==> src/rtl/frame_deframer.sv <==
// rtl/frame_deframer.sv - FAS search, frame position tracking and overhead strip to payload.
// Optional macro FAS_ERR_CNT_EN adds the saturating o_fas_err_cnt output.
module frame_deframer #(
    parameter int NUM_COLS   = 1041,
    parameter int NUM_ROWS   = 4,
    parameter int OH_COLS    = 16,
    parameter int OOF_THRESH = 5
) (
    input  logic        i_clk,
    input  logic        i_rst_n,
    input  logic [7:0]  i_frame_data,
    input  logic        i_frame_data_valid,
    output logic [7:0]  o_pyld_data,
    output logic        o_pyld_data_valid,
    output logic        o_pyld_sof,
    output logic [1:0]  o_row_cnt,
    output logic [10:0] o_col_cnt,
    output logic        o_in_frame,
    output logic        o_fas_err
`ifdef FAS_ERR_CNT_EN
    ,
    output logic [15:0] o_fas_err_cnt
`endif
);

    localparam logic [47:0] FAS_PATTERN = 48'hF6F6F6282828;
    localparam logic [10:0] LAST_COL    = 11'(NUM_COLS - 1);
    localparam logic [1:0]  LAST_ROW    = 2'(NUM_ROWS - 1);
    localparam logic [10:0] PYLD_COL0   = 11'(OH_COLS);
    localparam logic [10:0] FAS_END_COL = 11'd5;
    localparam logic [10:0] POST_FAS    = 11'd6;
    localparam logic [7:0]  MISS_LIMIT  = 8'(OOF_THRESH);

    typedef enum logic [1:0] {
        ST_OOF,
        ST_PRESYNC,
        ST_IN_FRAME
    } state_t;

    state_t      state;
    // The five previous bytes; together with the current byte they form the 48-bit search window.
    logic [39:0] hist;
    logic [1:0]  row;
    logic [10:0] col;
    logic [7:0]  miss_cnt;

    logic [47:0] window;
    logic        fas_hit;
    logic        at_check;
    logic        is_payload;
    logic [1:0]  row_inc;
    logic [10:0] col_inc;

    always_comb begin
        window     = {hist, i_frame_data};
        fas_hit    = (window == FAS_PATTERN);
        at_check   = (row == 2'd0) && (col == FAS_END_COL);
        is_payload = (col >= PYLD_COL0) && (col != LAST_COL);
        col_inc    = col + 11'd1;
        row_inc    = row;
        if (col == LAST_COL) begin
            col_inc = 11'd0;
            row_inc = (row == LAST_ROW) ? 2'd0 : row + 2'd1;
        end
    end

    always_ff @(posedge i_clk or negedge i_rst_n) begin
        if (!i_rst_n) begin
            state             <= ST_OOF;
            hist              <= '0;
            row               <= '0;
            col               <= '0;
            miss_cnt          <= '0;
            o_pyld_data       <= '0;
            o_pyld_data_valid <= 1'b0;
            o_pyld_sof        <= 1'b0;
            o_row_cnt         <= '0;
            o_col_cnt         <= '0;
            o_in_frame        <= 1'b0;
            o_fas_err         <= 1'b0;
        end else begin
            o_pyld_data_valid <= 1'b0;
            o_pyld_sof        <= 1'b0;
            o_fas_err         <= 1'b0;
            if (i_frame_data_valid) begin
                hist      <= window[39:0];
                row       <= row_inc;
                col       <= col_inc;
                o_row_cnt <= row;
                o_col_cnt <= col;
                case (state)
                    ST_OOF: begin
                        if (fas_hit) begin
                            row   <= 2'd0;
                            col   <= POST_FAS;
                            state <= ST_PRESYNC;
                        end
                    end
                    ST_PRESYNC: begin
                        if (at_check) begin
                            if (fas_hit) begin
                                state      <= ST_IN_FRAME;
                                miss_cnt   <= '0;
                                o_in_frame <= 1'b1;
                            end else begin
                                state     <= ST_OOF;
                                o_fas_err <= 1'b1;
                            end
                        end
                    end
                    ST_IN_FRAME: begin
                        if (is_payload) begin
                            o_pyld_data       <= i_frame_data;
                            o_pyld_data_valid <= 1'b1;
                            o_pyld_sof        <= (row == 2'd0) && (col == PYLD_COL0);
                        end
                        if (at_check) begin
                            if (fas_hit) begin
                                miss_cnt <= '0;
                            end else begin
                                o_fas_err <= 1'b1;
                                if (miss_cnt + 8'd1 >= MISS_LIMIT) begin
                                    state      <= ST_OOF;
                                    miss_cnt   <= '0;
                                    o_in_frame <= 1'b0;
                                end else begin
                                    miss_cnt <= miss_cnt + 8'd1;
                                end
                            end
                        end
                    end
                    default: state <= ST_OOF;
                endcase
            end
        end
    end

`ifdef FAS_ERR_CNT_EN
    // Counts registered pulses, so the count trails o_fas_err by one cycle.
    always_ff @(posedge i_clk or negedge i_rst_n) begin
        if (!i_rst_n) begin
            o_fas_err_cnt <= '0;
        end else if (o_fas_err && (o_fas_err_cnt != 16'hFFFF)) begin
            o_fas_err_cnt <= o_fas_err_cnt + 16'd1;
        end
    end
`endif

endmodule

==> config.mk <==
export PLATFORM = sky130hd
export DESIGN_NAME = frame_deframer
export DESIGN_NICKNAME = d
export VERILOG_FILES = /design/src/rtl/frame_deframer.sv
export SDC_FILE = /design/constraint.sdc
export NUM_CORES = 1
export LEC_CHECK = 0
export ABC_CLOCK_PERIOD_IN_PS = 4400
export CAP_MARGIN = 30
export CORE_ASPECT_RATIO = 0.8
export CORE_MARGIN = 5
export CORE_UTILIZATION = 55
export CTS_CLUSTER_DIAMETER = 50
export DETAILED_ROUTE_END_ITERATION = 10
export PLACE_DENSITY = 0.77
export SYNTH_ARGS = -nofsm -noshare
export SYNTH_HDL_FRONTEND = slang
export SYNTH_SLANG_ARGS = --single-unit
==> constraint.sdc <==
create_clock -name i_clk -period 4.4 [get_ports i_clk]
set_input_delay 0.44 -clock i_clk [delete_from_list [all_inputs] [get_ports i_clk]]
set_output_delay 0.44 -clock i_clk [all_outputs]
set_load 0.005 [all_outputs]
# After elaboration in Yosys (flattened, before gate mapping)
# Cells that the tools add are included.
[totals]
reg_bits = 88
out_inout_bits = 25
word_cells = 78
[op_classes]
n_addsub = 3
n_lt_le_gt_ge = 2
eq_ne = 14
mux = 36
reduce_logical = 11
[op_table]
columns = ["operator", "n"]
rows = [
  ["48-bit equality test, second input constant", 1],
  ["8-bit 2-to-1 mux", 5],
  ["11-bit 2-to-1 mux", 3],
  ["2-bit 2-to-1 mux", 10],
  ["8-bit one-hot mux with 2 select lines", 1],
  ["1-bit 2-to-1 mux", 15],
  ["2-bit != test, second input constant", 6],
  ["11-bit by 1-bit adder with 11-bit output, second input constant", 1],
  ["11-bit equality test, second input constant", 1],
  ["11-bit by 3-bit equality test with 1-bit output, second input constant", 1],
  ["11-bit by 5-bit equality test with 1-bit output, second input constant", 1],
  ["11-bit by 5-bit greater-or-equal comparator with 1-bit output, second input constant", 1],
  ["11-bit != test, second input constant", 1],
  ["8-bit by 1-bit adder with 8-bit output, second input constant", 1],
  ["8-bit by 3-bit greater-or-equal comparator with 1-bit output, second input constant", 1],
  ["7-bit AND reduction", 1],
  ["2-bit one-hot mux with 3 select lines", 1],
  ["6-bit AND reduction", 1],
  ["5-bit AND reduction", 1],
  ["2-bit equality test, second input constant", 2],
  ["2-bit zero test", 2],
  ["1-bit logical AND", 3],
  ["3-bit AND reduction", 1],
  ["2-bit by 1-bit adder with 2-bit output, second input constant", 1],
  ["other kinds (4)", 4],
]

# Depth between registers and ports, before layout
# Gate-level depths: netlist of the first run.
[logic_depth]
word_depth = 6
ltp_mapped = 8
depth_no_buf = 7

# Worst setup path after synthesis of the first run
# Ideal clock, no wire load.
[synth_timing]
path_type = "input-to-reg"
startpoint = "input i_frame_data[1]"
endpoint = "register miss_cnt[2]"
setup_time_ns = 0.131
arrival_ns = 1.859
slack_ns = 2.409
stages = 6
path_buffers = 1
cell_sequence = "nand4b_1 > or4_4 > nor3_4 > buf_6 > o2bb2ai_2 > or3_1"
[synth_between]
elab_chain_len = 4
[synth_rtl]
columns = ["item", "line_no", "source"]
rows = [
  ["from (decl)", "11", "input logic [7:0] i_frame_data,"],
  ["48-bit equality test (*)", "56", "fas_hit = (window == FAS_PATTERN);"],
  ["8-bit 2-to-1 mux", "118", "if (fas_hit) begin"],
  ["8-bit 2-to-1 mux", "117", "if (at_check) begin"],
  ["8-bit one-hot mux with 2 select lines", "91", "case (state)"],
  ["to (signal assigned)", "127", "miss_cnt <= miss_cnt + 8'd1;"],
  ["to (decl)", "45", "logic [7:0] miss_cnt;"],
]
# Every way passes the cells marked *; elsewhere a longest branch is shown, timed or not. The select of a mux whose other input is x is not followed.
# A chain may end at the register's enable or synchronous reset.

# Worst setup path after layout of the first run
[layout_timing]
startpoint = "register col[0]"
endpoint = "register o_pyld_data[5]"
[layout_between]
elab_chain_len = 3
[layout_rtl]
columns = ["item", "line_no", "source"]
rows = [
  ["from (decl)", "44", "logic [10:0] col;"],
  ["from (signal assigned)", "88", "col <= col_inc;"],
  ["11-bit by 5-bit greater-or-equal comparator with 1-bit output / 11-bit != test (equally long branches)", "58", "is_payload = (col >= PYLD_COL0) && (col != LAST_COL);"],
  ["1-bit logical AND (*)", "58", ""],
  ["3-bit AND reduction (no line) (*)", "-", ""],
  ["to (signal assigned)", "113", "o_pyld_data <= i_frame_data;"],
  ["to (decl)", "13", "output logic [7:0] o_pyld_data,"],
]
# Every way passes the cells marked *; elsewhere a longest branch is shown, timed or not.

==> results.cfg, run 1 <==
[floorplanning]
fp.dieH_um = 87.0
num_rows = 28
start_util = 0.557
core-area_mm2 = 0.00732
die-area_mm2 = 0.00925
ios = 36
die_w_um = 106

[clocking]
numCtsBuffers = 9
cts.sinks = 88
h-tree-depth = 3
cts_hold_buf = 1
insertion_delay_ns = 0.36
clockBufferDepth = 2
postCtsResizedCells = 0
cts_tree = done
path_clk_slew_ns = 0.09
post_cts_buffers = 0
cts_root_buf = clkbuf_8

[timing]
maxClockFrequency_mhz = 401
fin_ws_ns = 1.90
setup_viol = 0
worst_clock_skew_ns = 0.0146
fin_setup_tns_ns = 0
finalCritPeriodShare = 0.567
report.final.hold_viol_count = 0
rsz0062_at_grt = no
fin_crit_ns = 2.50
final_max_slew_viol_count = 0
relSlewSlack = 0.577
fin_hold_ws_ns = 0.491
worst_pin_slew_ns = 0.634

[final_layout]
antenna_cells = 0
layout.cells.non_filler = 447
finalNetCount = 374
area_delta_synth_final_pct = 14.9
drive_above_1_share = 0.266

[grt]
grt-ovfl-total = 0
grt_pass1_wl_um = 13300
grt_pass1_vias = 2746
grt_max_degree = 60
grt.total_usage = 0.182
grt_antenna_before_repair = 0

[critical_path]
cp-start-kind = register
crit_type = register to register
end_kind = register
arrival_ns = 2.74
crit_fanout = 10
cp.required_ns = 4.65

[route]
vias = 2603
drt_iter0_markers = 169
drc = 0
via_per_inst = 5.82
wire_per_inst_um = 16.9
postRouteAntennaNets = 0
firstDrtPassIters = 4
postRouteWirelength_um = 7570

[yosys]
synthesis.area_mm2 = 0.00408
ys_ff_latch = 88
synth.distinct_cells = 49
synthCells = 320
synth_flop_cell = dfrtp_1
yosysWarnings = 0
mappedNetlistNets = 342
synth_async_sr_flop_share = 1.00
synth_edf_count = 0
syn_avg_cell_area_um2 = 12.7
synth-seq-area-share = 0.540

[pwr]
clockPowerShare = 0.271
power_density_mw_per_mm2 = 423
p_int_mw = 1.39
p_leak_nw = 1.99
p_seq_frac = 0.549
total_power_mw = 1.98
p_sw_frac = 0.299
p_sw_mw = 0.593
peakVddDrop_mv = 0.241
power_frac_comb = 0.179

[placed_design]
dp_cells = 430
dpl.hpwl_um = 5330
gp_congestion = 0.825
portBuffers = 35
dp_slack_ns = 1.57

[hold_path]
hold_path_class = input pin to register

[flow_run]
maxCapViolations = 0

[run_status]
status = finished, final reports clean
## worst max-delay path, stage by stage, from the launching register on
cell and delay [ns]:
dfrtp_1 0.49, inv_1 0.12, ha_1 0.18, nor4bb_1 0.34
nand4b_1 0.42, o2111ai_2 0.43, mux2_2 0.41
## power groups by stage
stage                     Sequential [mW]  Combinational [mW]  Clock, mW
after floorplan                      1.04               0.257          0
after global placement               1.10               0.344          0
after detailed placement             1.10               0.357          0
after CTS                            1.09               0.360      0.559
after global routing                 1.11               0.393      0.602
final                                1.09               0.356      0.538
## logic make-up (layout without fill, tap and decap cells)
logic type	Yosys count	after routing	synth area share
xor gates and xnor gates	1	1	0.00215
adders and majority gates	11	11	0.0338
muxes	65	65	0.179
and+or+nand+nor	83	83	0.132
buffers and inverters	32	69	0.0359
AOI/OAI and AO/OA	40	40	0.0779
DFF	88	88	0.540
## cells in the mapped netlist, drive strengths merged (4+ instances only)
cell / n / area [µm²]
and2: 7 / 45.1
nand4: 6 / 37.5
nand2: 12 / 45.0
inv: 15 / 56.3
dfrtp: 88 / 2200
a21oi: 5 / 25.0
nand3: 5 / 25.0
nor4: 5 / 43.8
a22o: 5 / 43.8
nor2: 15 / 56.3
nand4b: 5 / 43.8
o2bb2ai: 7 / 67.6
nor4bb: 4 / 40.0
ha: 11 / 138
clkbuf: 11 / 41.3
and4: 4 / 36.3
buf: 6 / 48.8
nor4b: 7 / 61.3
mux2: 62 / 698
## cell type report
class                           count  area (µm²)
Inverter                           15        56.3
Clock buffer                        9         124
Multi-Input combinational cell    200        1730
Tap cell                           90         113
Sequential cell                    88        2200
Timing Repair Buffer               38         388
Fill cell                         559        2640
Clock inverter                      7        72.6
## placed cells by master, fill, tap and decap left out, types with 3 or more instances in the layout
master,instances
nand4_1,6
nor4bb_1,4
inv_1,15
nand4b_1,5
mux2i_1,3
nor2b_1,3
and2_1,6
nor4b_1,7
ha_1,11
a21oi_1,5
a22o_1,5
a31o_2,3
nor2_1,15
clkdlybuf4s50_1,33
a22oi_1,3
mux2_2,62
nand3_1,5
and4_1,3
nor4_1,3
dfrtp_1,88
nand2_1,12
clkbuf_8,9
o2bb2ai_1,6
## stage by stage
step                      instance area [µm²]   util
after floorplan                          4080      -
after global placement                   4450  0.608
after detailed placement                 4480  0.612
after CTS                                4680  0.640
after global routing                     4680  0.640
final                                    4680  0.640
## flip-flops by register name (all words and copies together), names as in the netlist
name and count:
o_pyld_data_valid 1, miss_cnt 8, o_in_frame 1, o_col_cnt 11
o_row_cnt 2, hist 40, o_pyld_sof 1, state 2
row 2, o_fas_err 1, col 11, o_pyld_data 8
## routing by layer
metal / global-route usage / vias to the layer above / part of all wire / wire (µm)
li1: - / 1235 / - / -
met1: 0.232 / 1311 / 0.47 / 3550
met2: 0.301 / 46 / 0.47 / 3570
met3: 0.0497 / 11 / 0.041 / 314
met4: 0.0647 / 0 / 0.018 / 133
met5: 0 / - / 0 / 0
## path summary, 6_finish.rpt
path                                          from             end  slack (ns)  depth (start not counted)
worst max-delay path                        col[0]  o_pyld_data[5]        1.90                          6
worst min-delay path            i_frame_data_valid          col[1]        0.49                          3
worst max register to register              col[0]  o_pyld_data[5]        1.90                          6
worst min register to register      o_pyld_data[0]  o_pyld_data[0]        0.51                          1
max in group asynchronous                  i_rst_n        state[0]        3.23                          3
min in group asynchronous                  i_rst_n          col[9]        0.55                          2
(Power assumes the default switching activity.)
==> run 2: changes to the inputs <==
ABC_CLOCK_PERIOD_IN_PS = 2200   (was 4400)
CORE_UTILIZATION = 52   (was 55)
PLACE_DENSITY = 0.76   (was 0.77)
clock period = 2.2 ns   (was 4.4 ns; I/O delays follow)
==> results.cfg, run 2 (same netlist as run 1, synthesis figures left out) <==
[run_status]
status = finished, final reports clean

[final_layout]
final_common_cell = dfrtp_1
drive_above_1_share = 0.338
area_delta_synth_final_pct = 22.6
final_cell_mix = 87 x dfrtp_1, 62 x mux2_2, 33 x clkdlybuf4s50_1, 32 x buf_4
largest_reg_flops = 40
antenna_cells = 0
top_register = hist
finalNetCount = 405
fin_util = 0.663
top_regs = hist x40, col x11, o_col_cnt x11

[timing]
fin_setup_tns_ns = 0
final_max_slew_viol_count = 0
fin_crit_ns = 2.14
fin_ws_ns = 0.0616
finalCritPeriodShare = 0.972
worst_clock_skew_ns = 0.0203
report.final.hold_viol_count = 0
maxClockFrequency_mhz = 468
setup_viol = 0
fin_hold_ws_ns = 0.205
worst_pin_slew_ns = 0.618
relSlewSlack = 0.588

[clocking]
cts_root_buf = clkbuf_8
cts_tree = done
h-tree-depth = 3
insertion_delay_ns = 0.37
numCtsBuffers = 9
clockBufferDepth = 2
cts.sinks = 88
path_clk_slew_ns = 0.10

[route]
wl_met3_um = 342
drc = 0
firstDrtPassIters = 4
wire_per_inst_um = 16.9
drt_iter0_markers = 155
postRouteWirelength_um = 8320
vias = 2771
postRouteAntennaNets = 0
wl_met2_um = 3990
via_per_inst = 5.62
top_layer_used = met4
wl_met1_um = 3870

[critical_path]
end_kind = register
arrival_ns = 2.38
cp-start-kind = register
crit_type = register to register
crit_fanout = 7
cp.required_ns = 2.44

[pwr]
peakVddDrop_mv = 0.442
p_sw_frac = 0.282
total_power_mw = 4.28
p_leak_nw = 2.14
clockPowerShare = 0.304
p_seq_frac = 0.491
power_density_mw_per_mm2 = 857
p_sw_mw = 1.21
p_int_mw = 3.07
power_frac_comb = 0.205

[floorplanning]
start_util = 0.541
num_rows = 28
die-area_mm2 = 0.00972
fp.dieH_um = 89.2
core-area_mm2 = 0.00753
die_w_um = 109
ios = 36

[hold_path]
hold_path_class = input pin to register

[grt]
grt_pass1_vias = 2867
grt-ovfl-total = 0
grt.total_usage = 0.188
grt_max_degree = 48
grt_pass1_wl_um = 14200
grt_antenna_before_repair = 0

[placed_design]
portBuffers = 35
dp_slack_ns = -0.192
gp_congestion = 0.856
dpl.hpwl_um = 5890

[flow_run]
maxCapViolations = 0
run 2: cell count changes in the layout (fill, tap and decap cells not counted), sizes merged:
cell	delta
inv	+1
buf	+31
clkinvlp	-1
clkinv	-2
bufinv	+2
run 2: power by group through the flow:
stage | Sequential (mW) | Combinational, mW | Clock [mW]
floorplan | 2.07 | 0.515 | 0
global placement | 2.12 | 0.855 | 0
detailed placement | 2.13 | 0.880 | 0
CTS | 2.10 | 0.886 | 1.33
global route | 2.14 | 0.967 | 1.40
finish | 2.10 | 0.877 | 1.30
run 2: layer usage:
metal / vias up / global-route usage
met5: - / 0
met4: 0 / 0.0516
met1: 1400 / 0.260
li1: 1301 / -
met2: 56 / 0.298
met3: 14 / 0.0469
run 2: repair_timing:
action	4_1_cts	5_1_grt
endpoints found under the setup margin	0	10
setup buffers	0	2
endpoints found under the hold margin	17	0
resized for setup	0	8
hold buffers	1	0
run 2: worst paths after layout:
kind / startpoint / endpoint / slack [ns] / cells after the start
worst max-delay path: hist[27] / miss_cnt[2] / 0.06 / 7
worst min-delay path: i_frame_data_valid / o_col_cnt[2] / 0.21 / 2
worst max register to register: hist[27] / miss_cnt[2] / 0.06 / 7
worst min register to register: o_pyld_data[5] / o_pyld_data[5] / 0.51 / 1
max in group asynchronous: i_rst_n / miss_cnt[1] / 1.28 / 3
min in group asynchronous: i_rst_n / o_pyld_data[4] / 0.28 / 2
run 2: cell type report:
type,instances,area [µm²]
Clock buffer,9,124
Sequential cell,88,2200
Clock inverter,7,109
Multi-Input combinational cell,200,1760
Inverter,15,56.3
Timing Repair Buffer,69,617
Fill cell,583,2530
Tap cell,105,131
run 2: metrics by stage:
stage                     area (µm²)  cells
after global placement          4710    474
final                           5000    493
after global routing            5000    493
after CTS                       4950    491
after detailed placement        4710    474
after floorplan                 4080    320
run 2: worst max-delay path, stage by stage, from the launching register on:
cell and delay [ns]:
dfrtp_1 0.41, nand4b_1 0.23, or4_4 0.57, nor3_4 0.12
buf_4 0.19, buf_4 0.12, o2bb2ai_2 0.04, or3_1 0.34
==> run 3: changes to the inputs <==
==> constraint.sdc (replaced) <==
create_clock -name i_clk -period 2.2 [get_ports i_clk]
set_input_delay 0.55 -clock i_clk [delete_from_list [all_inputs] [get_ports i_clk]]
set_output_delay 0.55 -clock i_clk [all_outputs]
set_load 0.005 [all_outputs]
==> results.cfg, run 3 (same netlist as run 1, synthesis figures left out) <==
[run_status]
status = finished, final reports clean

[route]
postRouteWirelength_um = 8180
vias = 2762
postRouteAntennaNets = 0
drt_iter0_markers = 122
drc = 0
wire_per_inst_um = 16.6
via_per_inst = 5.59
firstDrtPassIters = 4

[flow_run]
maxCapViolations = 0

[final_layout]
final_cell_mix = 87 x dfrtp_1, 62 x mux2_2, 33 x buf_4, 27 x clkdlybuf4s50_1
area_delta_synth_final_pct = 22.6
fin_util = 0.664
largest_reg_flops = 40
antenna_cells = 0
stdcell_area_mm2 = 0.00500
final_common_cell = dfrtp_1
drive_above_1_share = 0.344
top_register = hist
finalNetCount = 406
top_regs = hist x40, col x11, o_col_cnt x11

[critical_path]
crit_type = input pin to register
crit_fanout = 4
arrival_ns = 2.38
cp.required_ns = 2.43
cp-start-kind = input pin
end_kind = register

[timing]
relSlewSlack = 0.606
finalCritPeriodShare = 0.977
worst_clock_skew_ns = 0.00932
final_max_slew_viol_count = 0
fin_crit_ns = 2.15
report.final.hold_viol_count = 0
fin_ws_ns = 0.0511
worst_pin_slew_ns = 0.592
maxClockFrequency_mhz = 465
rsz0062_at_grt = yes
setup_viol = 0

[clocking]
path_clk_slew_ns = 0.09
clockBufferDepth = 2
insertion_delay_ns = 0.35
cts_root_buf = clkbuf_8
numCtsBuffers = 9
cts.sinks = 88
cts_hold_buf = 0
h-tree-depth = 3
cts_tree = done

[grt]
grt-ovfl-total = 0
grt.total_usage = 0.186
grt_pass1_wl_um = 14100
grt_pass1_vias = 2882
grt_max_degree = 48
grt_antenna_before_repair = 0

[pwr]
power_density_mw_per_mm2 = 835
peakVddDrop_mv = 0.535
p_leak_nw = 2.18
total_power_mw = 4.17

[floorplanning]
num_rows = 28
die-area_mm2 = 0.00972
fp.dieH_um = 89.2
start_util = 0.541
core-area_mm2 = 0.00753
ios = 36
die_w_um = 109

[hold_path]
hold_path_class = input pin to asynchronous set/reset pin

[placed_design]
place_area_mm2 = 0.00474
dp_slack_ns = -0.489
dpl.hpwl_um = 5850
portBuffers = 35
gp_congestion = 0.842
## run 3: cell count changes in the layout (fill, tap and decap cells not counted), sizes merged
cell           delta
dlygate4sd2       +3
dlygate4sd3       -1
inv               -3
clkinvlp          +1
buf               +2
clkinv            +2
dlymetal6s2s      +3
bufinv            -1
clkdlybuf4s50     -6
clkbuf            +1
## run 3: worst max-delay path, stage by stage
cell,delay (ns)
clkdlybuf4s50_1,0.47
nor4bb_2,0.27
nand4_1,0.17
buf_4,0.19
nor3_4,0.20
buf_6,0.15
o2bb2ai_2,0.05
or3_1,0.33
## run 3: routing by layer
| metal | up-vias | part of all wire | global-route usage |
|---|---|---|---|
| met5 | - | 0 | 0 |
| met4 | 0 | 0.0064 | 0.0459 |
| met3 | 4 | 0.042 | 0.0455 |
| met2 | 50 | 0.48 | 0.301 |
| met1 | 1401 | 0.47 | 0.256 |
| li1 | 1307 | - | - |
## run 3: through the flow
| stage | hold slack, ns | std cells | TNS, ns |
|---|---|---|---|
| final | 0.0818 | 494 | 0 |
| after global routing | 0.0712 | 494 | -0.0118 |
| after CTS | 0.0761 | 496 | 0 |
| after detailed placement | 0.468 | 479 | -9.48 |
| after global placement | 0.463 | 479 | -10.07 |
| after floorplan | 0.254 | 320 | 0 |
## run 3: what timing repair did
| action | 4_1_cts | 5_1_grt |
|---|---|---|
| resized for setup | 7 | 9 |
| hold endpoints to repair | 0 | 0 |
| pin swaps | 5 | 7 |
| endpoints found under the setup margin | 14 | 19 |
| setup buffers | 1 | 0 |
## run 3: layout make-up
| cell class | instances | area (µm²) |
|---|---|---|
| Clock buffer | 10 | 138 |
| Inverter | 15 | 56.3 |
| Multi-Input combinational cell | 200 | 1770 |
| Sequential cell | 88 | 2200 |
| Fill cell | 552 | 2530 |
| Clock inverter | 6 | 75.1 |
| Timing Repair Buffer | 70 | 629 |
| Tap cell | 105 | 131 |
## run 3: final timing paths
path                                 start             end  slack, ns  cells past startpoint
max                        i_frame_data[3]     miss_cnt[2]       0.05                      8
min                                i_rst_n  o_pyld_data[4]       0.08                      1
max reg2reg                       state[0]     miss_cnt[2]       0.07                      7
min reg2reg                       hist[34]        hist[34]       0.51                      1
max in group asynchronous          i_rst_n  o_pyld_data[1]       1.56                      2
min in group i_clk                hist[34]        hist[34]       0.51                      1
## run 3: power by group
group          switching (mW)  internal [mW]  total (mW)  leakage [nW]
logic                   0.369          0.515       0.884          1.06
registers               0.221           1.89        2.11          1.01
clock network           0.606          0.572        1.18         0.105
